===== src/rtl/lcd_clk_tick_sequencer_if.sv =====
// rtl/lcd_clk_tick_sequencer_if.sv - delay timer handshake between LCD command sequencer and tick sequencer (dly_abort present under LCD_TICK_DLY_ABORT_EN)
interface lcd_clk_tick_sequencer_if #(
  parameter int DLY_W = 16
);
  logic             dly_start;
  logic [DLY_W-1:0] dly_us;
  logic             dly_busy;
  logic             dly_done;
`ifdef LCD_TICK_DLY_ABORT_EN
  logic             dly_abort;

  modport master (
    output dly_start,
    output dly_us,
    output dly_abort,
    input  dly_busy,
    input  dly_done
  );

  modport slave (
    input  dly_start,
    input  dly_us,
    input  dly_abort,
    output dly_busy,
    output dly_done
  );
`else
  modport master (
    output dly_start,
    output dly_us,
    input  dly_busy,
    input  dly_done
  );

  modport slave (
    input  dly_start,
    input  dly_us,
    output dly_busy,
    output dly_done
  );
`endif
endinterface


===== src/rtl/lcd_clk_tick_sequencer.sv =====
// rtl/lcd_clk_tick_sequencer.sv - GLA0 reset synchronizer, ready hold, us/ms ticks and us delay timer (optional abort: LCD_TICK_DLY_ABORT_EN)
module lcd_clk_tick_sequencer #(
  parameter int CLK_FREQ_HZ = 100_000_000,
  parameter int HOLD_CYCLES = 1024,
  parameter int DLY_W       = 16
) (
  input  logic                     GLA0,
  input  logic                     M2F_RESET_N,
  output logic                     rst_sync_n,
  output logic                     ready,
  output logic                     tick_us,
  output logic                     tick_ms,
  lcd_clk_tick_sequencer_if.slave  dly
);

  localparam int US_DIV = CLK_FREQ_HZ / 1_000_000;
  localparam int PRE_W  = (US_DIV > 1) ? $clog2(US_DIV) : 1;
  localparam int HOLD_W = (HOLD_CYCLES > 1) ? $clog2(HOLD_CYCLES) : 1;

  localparam logic [PRE_W-1:0]  PRE_LAST  = PRE_W'(US_DIV - 1);
  localparam logic [HOLD_W-1:0] HOLD_LAST = HOLD_W'(HOLD_CYCLES - 1);
  localparam logic [9:0]        MS_LAST   = 10'd999;
  localparam logic [DLY_W:0]    REM_ONE   = {{DLY_W{1'b0}}, 1'b1};

  if (US_DIV < 2 || (CLK_FREQ_HZ % 1_000_000) != 0) begin : g_bad_clk_freq
    $error("CLK_FREQ_HZ must be an integer multiple of 1 MHz and at least 2 MHz");
  end
  if (HOLD_CYCLES < 1) begin : g_bad_hold
    $error("HOLD_CYCLES must be at least 1");
  end

  typedef enum logic {
    ST_HOLD,
    ST_RUN
  } top_state_e;

  typedef enum logic {
    DS_IDLE,
    DS_COUNT
  } dly_state_e;

  logic              sync1_q;
  logic              sync2_q;

  top_state_e        top_q,      top_d;
  logic [HOLD_W-1:0] hold_cnt_q, hold_cnt_d;
  logic              ready_q,    ready_d;
  logic [PRE_W-1:0]  pre_cnt_q,  pre_cnt_d;
  logic [9:0]        ms_cnt_q,   ms_cnt_d;
  dly_state_e        dly_q,      dly_d;
  logic [DLY_W:0]    rem_q,      rem_d;
  logic              busy_q,     busy_d;
  logic              done_q,     done_d;

  logic              tick_us_w;
  logic              abort_w;

`ifdef LCD_TICK_DLY_ABORT_EN
  assign abort_w = dly.dly_abort;
`else
  assign abort_w = 1'b0;
`endif

  // Two-flop reset bridge: asserts with M2F_RESET_N, releases on the 2nd GLA0 edge.
  always_ff @(posedge GLA0 or negedge M2F_RESET_N) begin
    if (!M2F_RESET_N) begin
      sync1_q <= 1'b0;
      sync2_q <= 1'b0;
    end else begin
      sync1_q <= 1'b1;
      sync2_q <= sync1_q;
    end
  end

  assign rst_sync_n = sync2_q;

  // Microsecond tick is live only once ready; it fires on the last prescaler count.
  assign tick_us_w = ready_q && (pre_cnt_q == PRE_LAST);

  // Next-state logic: HOLD/RUN sequencing, prescaler, ms counter and delay timer.
  always_comb begin
    top_d      = top_q;
    hold_cnt_d = hold_cnt_q;
    ready_d    = ready_q;
    pre_cnt_d  = pre_cnt_q;
    ms_cnt_d   = ms_cnt_q;
    dly_d      = dly_q;
    rem_d      = rem_q;
    busy_d     = busy_q;
    done_d     = 1'b0;

    // Hold counting starts on the first cycle the synchronized reset is released.
    case (top_q)
      ST_HOLD: begin
        if (rst_sync_n) begin
          if (hold_cnt_q == HOLD_LAST) begin
            ready_d = 1'b1;
            top_d   = ST_RUN;
          end else begin
            hold_cnt_d = hold_cnt_q + 1'b1;
          end
        end
      end
      ST_RUN: begin
        ready_d = 1'b1;
      end
      default: begin
        top_d = ST_HOLD;
      end
    endcase

    if (!ready_q) begin
      pre_cnt_d = '0;
    end else if (pre_cnt_q == PRE_LAST) begin
      pre_cnt_d = '0;
    end else begin
      pre_cnt_d = pre_cnt_q + 1'b1;
    end

    if (tick_us_w) begin
      ms_cnt_d = (ms_cnt_q == MS_LAST) ? 10'd0 : ms_cnt_q + 10'd1;
    end

    // Remaining is loaded with N+1 so the partial first microsecond never shortens the wait.
    case (dly_q)
      DS_IDLE: begin
        busy_d = 1'b0;
        if (ready_q && dly.dly_start) begin
          if (dly.dly_us == '0) begin
            done_d = 1'b1;
          end else begin
            rem_d  = {1'b0, dly.dly_us} + 1'b1;
            busy_d = 1'b1;
            dly_d  = DS_COUNT;
          end
        end
      end
      DS_COUNT: begin
        if (abort_w) begin
          rem_d  = '0;
          busy_d = 1'b0;
          dly_d  = DS_IDLE;
        end else if (tick_us_w) begin
          rem_d = rem_q - 1'b1;
          if (rem_q == REM_ONE) begin
            busy_d = 1'b0;
            done_d = 1'b1;
            dly_d  = DS_IDLE;
          end
        end
      end
      default: begin
        dly_d  = DS_IDLE;
        busy_d = 1'b0;
      end
    endcase
  end

  // State registers; an M2F_RESET_N assertion aborts everything and restarts the hold.
  always_ff @(posedge GLA0 or negedge M2F_RESET_N) begin
    if (!M2F_RESET_N) begin
      top_q      <= ST_HOLD;
      hold_cnt_q <= '0;
      ready_q    <= 1'b0;
      pre_cnt_q  <= '0;
      ms_cnt_q   <= '0;
      dly_q      <= DS_IDLE;
      rem_q      <= '0;
      busy_q     <= 1'b0;
      done_q     <= 1'b0;
    end else begin
      top_q      <= top_d;
      hold_cnt_q <= hold_cnt_d;
      ready_q    <= ready_d;
      pre_cnt_q  <= pre_cnt_d;
      ms_cnt_q   <= ms_cnt_d;
      dly_q      <= dly_d;
      rem_q      <= rem_d;
      busy_q     <= busy_d;
      done_q     <= done_d;
    end
  end

  assign ready        = ready_q;
  assign tick_us      = tick_us_w;
  assign tick_ms      = tick_us_w && (ms_cnt_q == MS_LAST);
  assign dly.dly_busy = busy_q;
  assign dly.dly_done = done_q;

endmodule


===== src/flat_wrapper.sv =====
// flat-port wrapper written by rule: the top's interface ports become plain ports
module lcd_clk_tick_sequencer_flat 
#(
  parameter int CLK_FREQ_HZ = 100_000_000,
  parameter int HOLD_CYCLES = 1024,
  parameter int DLY_W       = 16
)
  (GLA0, M2F_RESET_N, rst_sync_n, ready, tick_us, tick_ms, dly_dly_start, dly_dly_us, dly_dly_busy, dly_dly_done);
  lcd_clk_tick_sequencer_if #(.DLY_W(DLY_W)) dly_i ();
  input  logic GLA0;
  input  logic M2F_RESET_N;
  output logic rst_sync_n;
  output logic ready;
  output logic tick_us;
  output logic tick_ms;
  input wire logic [$bits(dly_i.dly_start)-1:0] dly_dly_start;
  input wire logic [$bits(dly_i.dly_us)-1:0] dly_dly_us;
  output wire logic [$bits(dly_i.dly_busy)-1:0] dly_dly_busy;
  output wire logic [$bits(dly_i.dly_done)-1:0] dly_dly_done;
  assign dly_i.dly_start = dly_dly_start;
  assign dly_i.dly_us = dly_dly_us;
  assign dly_dly_busy = dly_i.dly_busy;
  assign dly_dly_done = dly_i.dly_done;
  lcd_clk_tick_sequencer #(.CLK_FREQ_HZ(CLK_FREQ_HZ), .HOLD_CYCLES(HOLD_CYCLES), .DLY_W(DLY_W)) u_core (.GLA0(GLA0), .M2F_RESET_N(M2F_RESET_N), .rst_sync_n(rst_sync_n), .ready(ready), .tick_us(tick_us), .tick_ms(tick_ms), .dly(dly_i));
endmodule

===== config.mk =====
export PLATFORM = sky130hd
export DESIGN_NAME = lcd_clk_tick_sequencer_flat
export DESIGN_NICKNAME = d
export VERILOG_FILES = /design/src/rtl/lcd_clk_tick_sequencer_if.sv /design/src/rtl/lcd_clk_tick_sequencer.sv /design/src/flat_wrapper.sv
export SDC_FILE = /design/constraint.sdc
export NUM_CORES = 1
export LEC_CHECK = 0
export CAP_MARGIN = 10
export CORE_MARGIN = 2
export CORE_UTILIZATION = 40
export CTS_CLUSTER_DIAMETER = 80
export CTS_CLUSTER_SIZE = 24
export DETAILED_ROUTE_END_ITERATION = 12
export GPL_TIMING_DRIVEN = 0
export PLACE_DENSITY = 0.57
export SYNTH_ARGS = -nofsm -noshare
export SYNTH_HDL_FRONTEND = slang
export SYNTH_SLANG_ARGS = --single-unit

===== constraint.sdc =====
create_clock -name GLA0 -period 2.9 [get_ports GLA0]
set_clock_uncertainty 0.05 [all_clocks]
set_input_delay 0.58 -clock GLA0 [delete_from_list [all_inputs] [get_ports GLA0]]
set_output_delay 0.58 -clock GLA0 [all_outputs]
set_load 0.005 [all_outputs]

Word level (Yosys, flattened, before mapping)
Index checks and enable logic that the tools add are counted.

storage, ports and cells
  bits in registers = 51
  input port bits = 19
  output and inout port bits = 6
  logic and storage cells = 63

cells by class
  $add $sub $neg = 5
  equal/unequal tests = 10
  muxes and demuxes = 26
  bitwise gates (word level) = 3
  reductions and logical operators = 8

operators with widths
  cell                                                                      count
  17-bit 2-to-1 mux                                                         3
  17-bit one-hot mux with 2 select lines                                    1
  10-bit by 1-bit adder with 10-bit output (second input constant)          2
  10-bit equality test (second input constant)                              2
  16-bit by 1-bit adder with 17-bit output (second input constant)          1
  17-bit by 1-bit equality test with 1-bit output (second input constant)   1
  17-bit by 1-bit subtractor with 17-bit output (second input constant)     1
  16-bit logical NOT                                                        1
  1-bit 2-to-1 mux                                                          15
  7-bit 2-to-1 mux                                                          2
  10-bit 2-to-1 mux                                                         1
  1-bit one-hot mux with 2 select lines                                     4
  7-bit by 1-bit adder with 7-bit output (second input constant)            1
  7-bit equality test (second input constant)                               1
  2-bit by 1-bit inequality test with 1-bit output (second input constant)  3
  2-bit inequality test (second input constant)                             3
  3-bit AND reduction                                                       2
  2-bit AND reduction                                                       2
  1-bit logical AND                                                         3
  1-bit NOT                                                                 3

Depth between registers and ports, before layout
Gate-level depths: netlist (run 1).

  depth in word-level cells = 4
  gate-level depth with buffers = 9

Least setup slack after synthesis (run 1)
No wires, ideal clock.

  kind = register to output
  from = register u_core.pre_cnt_q[3]
  to = output port tick_us
  data arrival time = 1325 ps
  setup slack = 945 ps
  stages on the path, launching flop included = 6
  cells stage by stage = dfrtp_1 nor4b_4 nand4_2 inv_2 buf_4 buf_2

between the ends
  cells in the longest elaborated chain, start to end = 2

RTL lines
  item                      RTL line                       text
  start: declaration        lcd_clk_tick_sequencer.sv:48   logic [PRE_W-1:0] pre_cnt_q, pre_cnt_d;
  start signal: assignment  lcd_clk_tick_sequencer.sv:175  pre_cnt_q <= pre_cnt_d;
  7-bit equality test       lcd_clk_tick_sequencer.sv:78   assign tick_us_w = ready_q && (pre_cnt_q == PRE_LAST);
  1-bit logical AND         lcd_clk_tick_sequencer.sv:78
  end: declaration          flat_wrapper.sv:14             output logic tick_us;

Every way passes these cells.

Worst setup path in the final report (run 1)
  from = register u_core.pre_cnt_q[2]
  to = output port tick_ms

between the ends
  cells in the longest elaborated chain, start to end = 3

RTL lines
  item                 RTL line                       text
  7-bit equality test  lcd_clk_tick_sequencer.sv:78
  1-bit logical AND    lcd_clk_tick_sequencer.sv:78
  1-bit logical AND    lcd_clk_tick_sequencer.sv:186  assign tick_ms = tick_us_w && (ms_cnt_q == MS_LAST);
  end: declaration     flat_wrapper.sv:15             output logic tick_ms;

Every way passes these cells.

==> results of run 1 <==
[state kept, by name, summed over array words and instances (netlist names)]
register / count
u_core.dly_q: 1
u_core.pre_cnt_q: 7
u_core.rst_sync_n: 1
u_core.ms_cnt_q: 10
u_core.ready: 1
u_core.hold_cnt_q: 10
u_core.sync1_q: 1
u_core.top_q: 1
u_core.rem_q: 17
u_core.dly.dly_busy: 1
u_core.dly.dly_done: 1
[per-stage QoR]
step / util [%] / TNS (ns)
CTS: 47.7 / 0
global route: 48.0 / 0
global placement: 46.2 / -20.84
floorplan: - / 0
finish: 48.0 / 0
detailed placement: 46.4 / 0
[layout make-up]
| class | count | share of cell area, % |
|---|---|---|
| buffer | 7 | 1.15 |
| clock buffer | 7 | 2.48 |
| clock inverter | 1 | 0.252 |
| inverter | 11 | 1.19 |
| multi-input combinational | 260 | 46.9 |
| sequential | 51 | 36.7 |
| tap | 99 | 3.56 |
| timing repair buffer | 27 | 7.77 |
[worst register-to-register path, stage by stage (launching register included)]
cell and delay [ns]:
dfrtp_1 0.43, inv_1 0.10, ha_1 0.19, nor3b_1 0.52, nand4b_1 0.25, or3_1 0.36
mux2i_1 0.13, o221a_1 0.18
[Yosys cell counts (4+ instances only)]
master,count,area [um2]
dfrtp_1,51,1280
nor4_1,10,62.6
nand2_1,36,135
clkbuf_1,4,15.0
xor2_1,11,96.3
mux2i_1,5,50.1
o21ai_0,12,60.1
and3_1,10,62.6
or3_1,4,25.0
nor3_1,10,50.1
ha_1,7,87.6
nand4_1,14,87.6
inv_1,9,33.8
xnor2_1,16,140
o22ai_1,6,37.5
o21ai_1,5,25.0
a21oi_1,12,60.1
nor2_1,31,116
nand3_1,24,120
[worst paths after layout]
kind | end | slack [ns] | cells past startpoint
setup / recovery | tick_ms | 0.15 | 5
hold / removal | u_core.hold_cnt_q[9] | 0.12 | 1
setup reg to reg | u_core.rem_q[14] | 0.64 | 7
hold reg to reg | u_core.rst_sync_n | 0.31 | 0
max in group asynchronous | u_core.rem_q[7] | 2.17 | 2
min in group GLA0 | u_core.rst_sync_n | 0.31 | 0
[metal layers]
metal,up-vias,track usage [%],part of all wire [%]
li1,1280,-,-
met1,1165,23.9,52
met5,-,0,0
met3,5,3.17,3.0
met2,44,26.9,44
met4,0,4.23,1.1
[timing repair]
action / CTS / global route
setup endpoints to repair: 2 / 2
resized for setup: 1 / 4
buffers inserted: 0 / 2
pin swaps: 0 / 2
hold endpoints to repair: 0 / 0
[cell families (layout without fill, tap and decap cells)]
family	count (synthesis)	after routing	share of synthesized area, %
AND/OR/NAND/NOR	162	162	29.1
AO/OA/AOI/OAI	58	58	12.9
flip-flops	51	51	42.7
XOR/XNOR	27	27	7.91
buffers and inverters	19	53	2.64
adder cells (fa/ha/maj)	7	7	2.93
multiplexers	5	5	1.68
other	1	1	0.126
[where the power goes]
| group | internal (uW) | switching [uW] | leakage [uW] |
|---|---|---|---|
| clock network | 196 | 241 | 0.0000484 |
| logic | 80.1 | 77.9 | 0.000716 |
| registers | 755 | 57.0 | 0.000640 |
| total | 1030 | 375 | 0.00140 |
==> impl_metrics.py, run 1 <==
metrics = {
    "finish": {
        "final_common_cell": "dfrtp_1",
        "area_growth_pct": 16.5,
        "insertedDiodeCount": 0,
        "seq_area_um2": 1280,
        "multi_input_area_um2": 1630,
        "drive_above_1_share_pct": 7.69,
        "final_net_count": 389,
        "final_cell_mix": "dfrtp_1 (51), nand2_1 (36), nor2_1 (31)",
        "design_area_um2": 3480,
        "instances_no_fill": 463,
        "fillers": 715,
    },
    "routing": {
        "drtIter0Drc": 127,
        "antenna_left": 0,
        "vias_per_cell": 5.39,
        "via_count": 2494,
        "post_drt_wl_per_cell_um": 14.4,
        "drt-total-wl_mm": 6.67,
        "drc": 0,
        "firstDrtPassIters": 4,
    },
    "pwr": {
        "p_leak_uw": 0.00140,
        "finalPower_uw": 1410,
        "power.density_nw_per_um2": 404,
        "ir_worst_vdd_mv": 0.195,
    },
    "floorplan": {
        "num_rows": 31,
        "start_util_pct": 41.2,
        "dieHeight_um": 90.4,
        "design.portCount": 25,
        "die_area_um2": 8180,
        "core_region_area_um2": 7250,
        "die_w_um": 90.4,
    },
    "sta": {
        "slew_viol_final": 0,
        "min_period_ns": 2.75,
        "max_freq_mhz": 363,
        "slew_headroom_pct": 45.2,
        "min_period_over_period_pct": 95.0,
        "hold_ws_ns": 0.119,
        "max_slew.worst_pin.slew_ns": 0.817,
        "setup_slack_ns": 0.145,
        "rsz0062_at_grt": "no",
        "setup_violations": 0,
        "hold_viol_final": 0,
    },
    "clocking": {
        "clkTransAtPathRegs_ns": 0.10,
        "cts_hold_buf": 0,
        "clkSinkCount": 51,
        "clock_latency_ns": 0.31,
        "cts.path.max_buffers": 2,
        "cts_tree": "done",
        "cts.htree.levels": 2,
        "cts-root-buf": "clkbuf_8",
        "numCtsBuffers": 5,
    },
    "flow_run": {
        "drv_cap": 0,
    },
    "setup_path": {
        "critPathBufInv": 2,
        "cp.required_ns": 2.27,
        "startpoint": "u_core.pre_cnt_q[2]",
        "critPathCaptureType": "output pin",
        "path_cells": "nor4b_4 > nand4_2 > buf_4 > nor2_1 > clkdlybuf4s50_1",
        "cp_max_fo": 10,
        "critPathLaunchType": "register",
        "worstSetupPathType": "reg -> out",
        "critPathSlowestCell": "clkdlybuf4s50_1",
        "cp_top_family": "buffers and inverters",
        "cpPeakStageDelay_ns": 0.51,
        "r2r-start": "u_core.rem_q[1]",
        "cp.arrival_ns": 2.12,
    },
    "hold_path": {
        "hold_path.class": "in -> async",
    },
    "global_routing": {
        "antenna_found_initial": 0,
        "grt_use_total_pct": 16.9,
        "grt_max_degree": 38,
        "grt_pass1_vias": 2310,
        "grt.overflow.total": 0,
        "grt_pass1_wl_mm": 11.2,
    },
    "run_status": {
        "status": "complete, no violations",
    },
    "placed_design": {
        "gp_congestion": 0.821,
        "dp_cells": 454,
        "pre_cts_ws_ns": 0.0293,
        "place_area_um2": 3370,
        "hpwlAfterDp_mm": 4.98,
        "port_buffers": 24,
    },
    "synth": {
        "synthFlopType": "dfrtp_1",
        "synthCells": 330,
        "syn_area_um2": 2990,
        "syn_area_per_cell_um2": 9.05,
        "synth_edf_count": 0,
        "ys_types": 51,
        "synth_warnings": 0,
        "yosys_register_bits": 51,
        "async_flop_share_pct": 100,
        "yosysSeqAreaShare_pct": 42.7,
        "syn_nets": 356,
    },
}
No activity file was read; power rests on OpenSTA's default activity.
==> run 2, diff against run 1 <==
REMOVE_ABC_BUFFERS = 1   (was not set)
==> run 2 against run 1 <==
  * Sequential power about the same
  * Sequential share of layout area increased by 0.23 points
  * Clock-buffer cell count unchanged
  * Critical endpoint is now tick_us
  * Register-to-register slack got worse by 0.19 ns
  * Global-route usage increased by 0.69 points
  * Non-clock buffer count decreased by 7
  * Sequential cell count unchanged
  * Final cell count decreased by 1.5%
==> impl_metrics.py, run 2 (synthesis gave the netlist of run 1 again) <==
metrics = {
    "sta": {
        "setup_tns_ns": 0,
        "slew_headroom_pct": 41.7,
        "rsz0062_at_grt": "no",
        "setup_violations": 0,
        "hold_ws_ns": 0.178,
        "min_period_ns": 2.78,
        "min_period_over_period_pct": 95.9,
        "max_slew.worst_pin.slew_ns": 0.869,
        "slew_viol_final": 0,
        "max_freq_mhz": 360,
        "hold_viol_final": 0,
    },
    "setup_path": {
        "cp.required_ns": 2.27,
        "critPathLaunchType": "register",
        "r2r-start": "u_core.rem_q[1]",
        "cp.arrival_ns": 2.15,
        "critPathCaptureType": "output pin",
        "cp_max_fo": 22,
        "startpoint": "u_core.pre_cnt_q[3]",
        "worstSetupPathType": "reg -> out",
    },
    "clocking": {
        "numCtsBuffers": 5,
        "cts.htree.levels": 2,
        "clkSinkCount": 51,
        "cts_tree": "done",
        "cts_hold_buf": 0,
        "clock_latency_ns": 0.30,
        "cts.path.max_buffers": 2,
        "cts-root-buf": "clkbuf_8",
        "clkTransAtPathRegs_ns": 0.10,
    },
    "global_routing": {
        "grt_max_degree": 32,
        "grt_pass1_vias": 2387,
        "grt.overflow.total": 0,
        "grt_use_total_pct": 17.6,
        "antenna_found_initial": 0,
        "grt_pass1_wl_mm": 11.7,
    },
    "flow_run": {
        "drv_cap": 0,
    },
    "routing": {
        "antenna_left": 0,
        "drtIter0Drc": 108,
        "via_count": 2492,
        "drc": 0,
        "post_drt_wl_per_cell_um": 14.8,
        "vias_per_cell": 5.46,
        "firstDrtPassIters": 4,
        "drt-total-wl_mm": 6.73,
    },
    "placed_design": {
        "port_buffers": 24,
        "hpwlAfterDp_mm": 4.84,
        "gp_congestion": 0.847,
        "place_area_um2": 3330,
    },
    "pwr": {
        "finalPower_uw": 1400,
        "p_leak_uw": 0.00139,
        "ir_worst_vdd_mv": 0.143,
        "power.density_nw_per_um2": 405,
    },
    "finish": {
        "drive_above_1_share_pct": 7.00,
        "largest_reg_flops": 17,
        "insertedDiodeCount": 0,
        "design_area_um2": 3460,
        "reg_top3": "u_core.rem_q x17, u_core.hold_cnt_q x10, u_core.ms_cnt_q x10",
        "final_cell_mix": "dfrtp_1 (51), nand2_1 (36), nor2_1 (31)",
        "area_growth_pct": 15.7,
        "final_common_cell": "dfrtp_1",
        "final_net_count": 382,
        "largest_register": "u_core.rem_q",
        "post-route-util_pct": 47.7,
    },
    "floorplan": {
        "design.portCount": 25,
        "die_w_um": 90.4,
        "core_region_area_um2": 7250,
        "dieHeight_um": 90.4,
        "die_area_um2": 8180,
        "start_util_pct": 41.2,
        "num_rows": 31,
    },
    "hold_path": {
        "hold_path.class": "in -> async",
    },
    "run_status": {
        "status": "complete, no violations",
    },
}
-- run 2: cell types whose count changed in the layout (fill, tap and decap cells not counted), sizes merged --
cell / previous run / this run
buf: 8 / 4
clkbuf: 10 / 7
-- run 2: through the flow --
step                setup WS, ns  instances
global placement          -0.454        445
finish                     0.120        456
CTS                       0.0908        456
detailed placement       -0.0773        446
floorplan                  0.859        322
global route              0.0120        456
-- run 2: routing by layer --
metal	track usage, %	routed length, um
met5	0	0
met4	5.51	88
met3	2.75	227
met2	26.9	3000
met1	25.6	3420
-- run 2: final cells by class --
class	instances	area, um2
clock buffer	7	86.3
clock inverter	1	8.76
fill	736	3790
inverter	11	48.8
multi-input combinational	260	1640
sequential	51	1280
tap	99	124
timing repair buffer	27	270
-- run 2: power breakdown --
part	switching, uW	total, uW	internal [uW]
Combinational	75.4	155	79.9
Clock	238	434	196
Sequential	54.5	809	755
Total	368	1400	1030
-- run 2: what timing repair did --
item	CTS	global route
setup endpoints to repair	2	2
pin swaps	1	1
hold endpoints to repair	0	0
buffers inserted	2	0
resized for setup	4	1
-- run 2: path summary, 6_finish.rpt --
kind,cells past startpoint,slack (ns),end
worst max-delay path,4,0.12,tick_us
worst min-delay path,1,0.18,u_core.hold_cnt_q[6]
worst max register to register,7,0.45,u_core.rem_q[14]
worst min register to register,0,0.31,u_core.rst_sync_n
max in group asynchronous,2,2.09,u_core.rem_q[2]
min in group GLA0,0,0.31,u_core.rst_sync_n
-- run 2: critical path: stages, from the launching register on --
cell	delay [ns]
dfrtp_1	0.45
nor4b_4	0.40
nand4_4	0.25
inv_8	0.21
clkdlybuf4s50_1	0.53
